## src/rtl/mycpu_pkg.sv

```systemverilog
// Shared types for the mycpu control path: FSM states, opcodes, ALU codes
// and the opcode classification record produced by control_decode.
package mycpu_pkg;

  typedef enum logic [2:0] {
    ST_IDLE   = 3'd0,
    ST_FETCH  = 3'd1,
    ST_DECODE = 3'd2,
    ST_EXEC   = 3'd3,
    ST_MEM    = 3'd4,
    ST_HALT   = 3'd5
  } state_e;

  typedef enum logic [3:0] {
    OP_NOP  = 4'h0,
    OP_ADD  = 4'h1,
    OP_SUB  = 4'h2,
    OP_AND  = 4'h3,
    OP_OR   = 4'h4,
    OP_XOR  = 4'h5,
    OP_LDI  = 4'h6,
    OP_LD   = 4'h7,
    OP_ST   = 4'h8,
    OP_JMP  = 4'h9,
    OP_BEQZ = 4'hA,
    OP_HALT = 4'hF
  } opcode_e;

  // ALU operation codes share their values with the ALU opcodes
  localparam logic [3:0] ALU_NONE = 4'h0;
  localparam logic [3:0] ALU_ADD  = 4'h1;
  localparam logic [3:0] ALU_SUB  = 4'h2;
  localparam logic [3:0] ALU_AND  = 4'h3;
  localparam logic [3:0] ALU_OR   = 4'h4;
  localparam logic [3:0] ALU_XOR  = 4'h5;

  typedef struct packed {
    logic alu;
    logic ldi;
    logic ld;
    logic st;
    logic halt;
    logic jmp;
    logic beqz;
    logic illegal;
  } op_class_t;

endpackage

```

## src/rtl/control_decode.sv

```systemverilog
// Combinational opcode classifier for the control unit.
// MYCPU_BRANCH_EN enables JMP/BEQZ; without it those opcodes classify as illegal.
module control_decode
  import mycpu_pkg::*;
(
  input  logic [3:0] i_opcode,
  output op_class_t  o_cls
);

  always_comb begin
    o_cls = '0;
    case (i_opcode)
      OP_NOP:  ;
      OP_ADD, OP_SUB, OP_AND, OP_OR, OP_XOR: o_cls.alu = 1'b1;
      OP_LDI:  o_cls.ldi  = 1'b1;
      OP_LD:   o_cls.ld   = 1'b1;
      OP_ST:   o_cls.st   = 1'b1;
      OP_HALT: o_cls.halt = 1'b1;
`ifdef MYCPU_BRANCH_EN
      OP_JMP:  o_cls.jmp  = 1'b1;
      OP_BEQZ: o_cls.beqz = 1'b1;
`endif
      default: o_cls.illegal = 1'b1;
    endcase
  end

endmodule

```

## src/rtl/control_unit_svamod.sv

```systemverilog
// Companion assertions for control_unit: output exclusivity, zeroed unused
// fields, no X on outputs, and all-zero outputs while reset is held.
module control_unit_svamod (
  input logic       clk,
  input logic       rst_n,
  input logic       il,
  input logic       pc_inc,
  input logic       pc_load,
  input logic       mem_rd,
  input logic       mem_wr,
  input logic       mem_sel_pc,
  input logic [3:0] alu_op,
  input logic       rf_we,
  input logic [3:0] rf_waddr,
  input logic       rf_sel_imm,
  input logic       halted,
  input logic       illegal
);

  logic [17:0] w_outs;
  assign w_outs = {il, pc_inc, pc_load, mem_rd, mem_wr, mem_sel_pc, alu_op,
                   rf_we, rf_waddr, rf_sel_imm, halted, illegal};

  a_il_pc_load_excl: assert property (@(posedge clk) disable iff (!rst_n)
    !(il && pc_load));

  a_rd_wr_excl: assert property (@(posedge clk) disable iff (!rst_n)
    !(mem_rd && mem_wr));

  a_alu_op_unused_zero: assert property (@(posedge clk) disable iff (!rst_n)
    (alu_op != 4'h0) |-> (rf_we && !rf_sel_imm));

  a_waddr_unused_zero: assert property (@(posedge clk) disable iff (!rst_n)
    (rf_waddr != 4'h0) |-> rf_we);

  a_no_x: assert property (@(posedge clk) disable iff (!rst_n)
    !$isunknown(w_outs));

  a_reset_zero: assert property (@(posedge clk)
    !rst_n |-> (w_outs == '0));

endmodule

```

## src/rtl/control_unit.sv

```systemverilog
// Multi-cycle CPU control FSM: fetch / decode / execute / memory / halt.
// MYCPU_BRANCH_EN (see control_decode) adds JMP and BEQZ handling in EXEC.
//
// state  | meaning
// IDLE   | one quiet cycle after reset
// FETCH  | read instruction at PC, wait for mem_ready
// DECODE | one cycle, choose EXEC or HALT
// EXEC   | ALU / LDI / branch / NOP, LD and ST continue to MEM
// MEM    | data access at address rs, wait for mem_ready
// HALT   | stopped until reset
module control_unit
  import mycpu_pkg::*;
(
  input  logic        clk,
  input  logic        rst_n,
  input  logic [15:0] ins_in,
  input  logic        mem_ready,
  input  logic        zf,
  output logic        il,
  output logic        pc_inc,
  output logic        pc_load,
  output logic        mem_rd,
  output logic        mem_wr,
  output logic        mem_sel_pc,
  output logic [3:0]  alu_op,
  output logic        rf_we,
  output logic [3:0]  rf_waddr,
  output logic        rf_sel_imm,
  output logic        halted,
  output logic        illegal
);

  state_e    r_state;
  state_e    w_next;
  op_class_t w_cls;
  logic [3:0] w_rd;
  logic      w_unused_bits;

  assign w_rd          = ins_in[11:8];
  // rs and imm8 are routed straight to the datapath, not used here
  assign w_unused_bits = ^ins_in[7:0];

  control_decode u_decode (
    .i_opcode (ins_in[15:12]),
    .o_cls    (w_cls)
  );

  always_ff @(posedge clk or negedge rst_n) begin
    if (!rst_n) r_state <= ST_IDLE;
    else        r_state <= w_next;
  end

  always_comb begin
    w_next     = r_state;
    il         = 1'b0;
    pc_inc     = 1'b0;
    pc_load    = 1'b0;
    mem_rd     = 1'b0;
    mem_wr     = 1'b0;
    mem_sel_pc = 1'b0;
    alu_op     = ALU_NONE;
    rf_we      = 1'b0;
    rf_waddr   = 4'h0;
    rf_sel_imm = 1'b0;
    halted     = 1'b0;
    illegal    = 1'b0;
    case (r_state)
      ST_IDLE: w_next = ST_FETCH;
      ST_FETCH: begin
        mem_rd     = 1'b1;
        mem_sel_pc = 1'b1;
        if (mem_ready) begin
          il     = 1'b1;
          pc_inc = 1'b1;
          w_next = ST_DECODE;
        end
      end
      ST_DECODE: w_next = w_cls.halt ? ST_HALT : ST_EXEC;
      ST_EXEC: begin
        w_next = ST_FETCH;
        if (w_cls.alu) begin
          alu_op   = ins_in[15:12];
          rf_we    = 1'b1;
          rf_waddr = w_rd;
        end
        if (w_cls.ldi) begin
          rf_we      = 1'b1;
          rf_sel_imm = 1'b1;
          rf_waddr   = w_rd;
        end
        if (w_cls.ld || w_cls.st) w_next = ST_MEM;
        if (w_cls.jmp)  pc_load = 1'b1;
        if (w_cls.beqz) pc_load = zf;
        if (w_cls.illegal) illegal = 1'b1;
      end
      ST_MEM: begin
        // opcode no longer a memory op means the access cannot complete; drop it
        if (w_cls.ld) begin
          mem_rd = 1'b1;
          if (mem_ready) begin
            rf_we    = 1'b1;
            rf_waddr = w_rd;
            w_next   = ST_FETCH;
          end
        end else if (w_cls.st) begin
          mem_wr = 1'b1;
          if (mem_ready) w_next = ST_FETCH;
        end else begin
          w_next = ST_FETCH;
        end
      end
      ST_HALT: halted = 1'b1;
      default: w_next = ST_IDLE;
    endcase
  end

  control_unit_svamod u_sva (
    .clk        (clk),
    .rst_n      (rst_n),
    .il         (il),
    .pc_inc     (pc_inc),
    .pc_load    (pc_load),
    .mem_rd     (mem_rd),
    .mem_wr     (mem_wr),
    .mem_sel_pc (mem_sel_pc),
    .alu_op     (alu_op),
    .rf_we      (rf_we),
    .rf_waddr   (rf_waddr),
    .rf_sel_imm (rf_sel_imm),
    .halted     (halted),
    .illegal    (illegal)
  );

endmodule

```

## config.mk

```make
export PLATFORM = sky130hd
export DESIGN_NAME = control_unit
export DESIGN_NICKNAME = d
export VERILOG_FILES = /design/src/rtl/mycpu_pkg.sv /design/src/rtl/control_decode.sv /design/src/rtl/control_unit_svamod.sv /design/src/rtl/control_unit.sv
export SDC_FILE = /design/constraint.sdc
export NUM_CORES = 1
export LEC_CHECK = 0
export CAP_MARGIN = 25
export CORE_AREA = 4 4 41 43
export CTS_BUF_LIST = sky130_fd_sc_hd__clkbuf_2
export CTS_CLUSTER_SIZE = 20
export DETAILED_ROUTE_END_ITERATION = 6
export DIE_AREA = 0 0 45 47
export DONT_BUFFER_PORTS = 1
export PLACE_DENSITY_LB_ADDON = 0.2
export SLEW_MARGIN = 25
export SYNTH_ARGS = -nofsm -noshare
export SYNTH_HDL_FRONTEND = slang
export SYNTH_SLANG_ARGS = --single-unit
```

## constraint.sdc

```tcl
create_clock -name clk -period 3.6 [get_ports clk]
set_clock_uncertainty 0.2 [all_clocks]
set_input_delay 0.54 -clock clk [delete_from_list [all_inputs] [get_ports clk]]
set_output_delay 0.54 -clock clk [all_outputs]
set_load 0.01 [all_outputs]
```

==> results.ini <==
[outcome]
status=complete, no violations

[routing]
drc=0
drtAntennaViolNets=0
wl_per_cell_um=15.49
via_per_inst=6.044
num_vias=411
firstDrtPassIters=4
drt-initial-drc-count=6
drt-total-wl_um=1053

[critical_path]
worstRegToRegCells=3
crit_start=r_state[1]
r2r-end=r_state[0]
critPathLaunchType=flop
path_cells=nand3b_1, or3_4, a2111oi_2
path_class=reg2out
critical_path_required_ns=2.86
crit_arrival_ns=1.93
reg2reg_from=r_state[0]
slowest_stage=dfrtp_1
r2r_setup_slack_ns=1.78
end_kind=output port
worstSetupEndpoint=rf_waddr[1]
slowest_delay_ns=0.54
crit_fanout=12

[pwr]
switching_share_pct=51.30
seqPwrFrac_pct=31.1
p_total_uw=273.0
p_clk_share_pct=17.7
p_sw_uw=140.1
leakagePower_nw=0.1618
power-per-cell-area_nw_per_um2=571.3
p_int_uw=133.0
p_comb_share_pct=51.2
peakVddDrop_v=0.0001581

[sta]
rsz0062_at_grt=false
final_hold_viol_count=0
slew_headroom_pct=62.10
finalSetupViolCount=0
setup_ws_ns=0.9325
slew_viol_final=0
fin_crit_ns=2.668
period_share_pct=74.10
worstMarginPinSlew_ns=0.5606
fmax_mhz=374.9
holdWs_ns=0.2869
fin_setup_tns_ns=0

[finish]
drive_gt1_share_pct=30.19
reg.largest.list=r_state: 3 flops
regMostFlops=r_state
final_cell_area_sq_um=478.0
layout.nets=74
syn2layout_area_growth_pct=2.139
largest_reg_flops=3
num_antenna_cells=0

[global_routing]
grt_use_total_pct=11.62
grt_pass1_vias=376
grt_pass1_wl_um=1787
grt_overflow_total=0
antenna_found_initial=0
grt_max_degree=13

[clock_tree]
clockBufferDepth=2
cts-root-buf=clkbuf_2
cts.sinks=3
path_clk_slew_ns=0.04
cts_resized=0
clkLatencyLatePin_ns=0.21
h-tree-depth=1
cts_inserted_buffers=3
cts_tree=done
cts.hold.buffers_added=1
post_cts_buffers=0

[place]
dpl_cell_area_sq_um=447.9
place.gp.congestion=0.6593
place_hpwl_um=814.9
post-place-ws_ns=1.154
io_buffers=0

[synthesis]
ys_ff_latch=3
netlist_top_cells_area=dfrtp_1 (16%), a2111oi_2 (13%), nor4b_1 (5.6%)
syn_inst=54
synth_top_cell_area_share_pct=16.04
syn_area_sq_um=467.9
synth_edf_count=0
yosysTopAreaCell=dfrtp_1
synth_commonest_cells=inv_1 (5), a2111oi_2 (4), buf_2 (4)
synth_ff_type=dfrtp_1
synthArstFlopShare_pct=100.0
yosysMostFrequentCell=inv_1
ys_seq_area_share_pct=16.04
avgSynthCellArea_sq_um=8.666
ys_warn_count=0
yosysUniqueCellTypes=30

[floorplan]
die_h_um=47
core_sq_um=1301
rows=13
die-area_sq_um=2115
die_w_um=45
start_util_pct=35.96
ios=38

[worst_hold_path]
hp-class=in2reg

[run]
maxCapViolations=0

==> worst max-delay path: cells and delay by family (launching register included) <==
family,cells,cell delay (ns)
AND/OR/NAND/NOR,2,0.72
AO/OA/AOI/OAI,1,0.45
flip-flops,1,0.54
==> worst min path at each step <==
stage | start | end | depth (start not counted) | slack, ns
after floorplan | rst_n | r_state[0] | 0 | 0.04
after global placement | rst_n | r_state[0] | 0 | 0.04
after detailed placement | rst_n | r_state[2] | 0 | 0.04
after CTS | mem_ready | r_state[1] | 2 | 0.27
after global routing | mem_ready | r_state[1] | 2 | 0.28
final | mem_ready | r_state[1] | 2 | 0.29
==> power groups by stage <==
stage / Sequential (mW) / Clock (mW) / Combinational [mW]
after floorplan: 0.0527 / 0 / 0.166
after detailed placement: 0.0847 / 0 / 0.141
final: 0.0849 / 0.0482 / 0.140
after global routing: 0.0939 / 0.0535 / 0.157
after CTS: 0.0847 / 0.0506 / 0.143
after global placement: 0.0872 / 0 / 0.139
==> through the flow <==
stage          util [%]  cells
4_1_cts           36.73     68
3_5_place_dp      34.42     63
5_1_grt           36.73     68
2_1_floorplan         -     55
3_3_place_gp      34.42     63
6_report          36.73     68
==> placed cells by master (no fill, tap or decap) <==
cell type,count
dfrtp_1,3
nor2_1,2
nand3_2,1
nor3b_1,1
conb_1,2
or4b_1,1
nand4_1,1
nor4_1,1
a21oi_1,1
or3_1,1
nor3b_2,1
or3_4,1
nand4b_1,1
and3_4,1
a22oi_1,2
nor4b_1,3
nor3_1,1
a2111oi_2,4
nand2_1,2
or3b_2,2
nor4b_2,1
a31o_2,1
inv_1,5
and4_1,1
and2_1,1
a211oi_1,2
and3b_1,2
nand3b_1,3
dlygate4sd3_1,1
clkbuf_2,4
==> cell type report <==
type / count / area [sq um]
Timing Repair Buffer: 1 / 10.01
Tap cell: 15 / 18.77
Sequential cell: 3 / 75.07
Multi-Input combinational cell: 40 / 335.3
Inverter: 5 / 18.77
Fill cell: 153 / 823.3
Clock buffer: 4 / 20.02
==> routing by layer <==
| layer | vias up | global-route usage (%) | wire, um |
|---|---|---|---|
| met2 | 18 | 16.67 | 474 |
| met3 | 0 | 7.663 | 120 |
| met5 | - | 0 | 0 |
| met4 | 0 | 3.509 | 0 |
| met1 | 191 | 14.12 | 458 |
| li1 | 202 | - | - |
==> cells by family after synthesis <==
family	count (synthesis)	share of synthesized area (%)
AND/OR/NAND/NOR	28	47.87
buffers and inverters	12	13.10
AO/OA/AOI/OAI	10	22.19
flip-flops	3	16.04
other	1	0.8014
(Power assumes the default switching activity.)
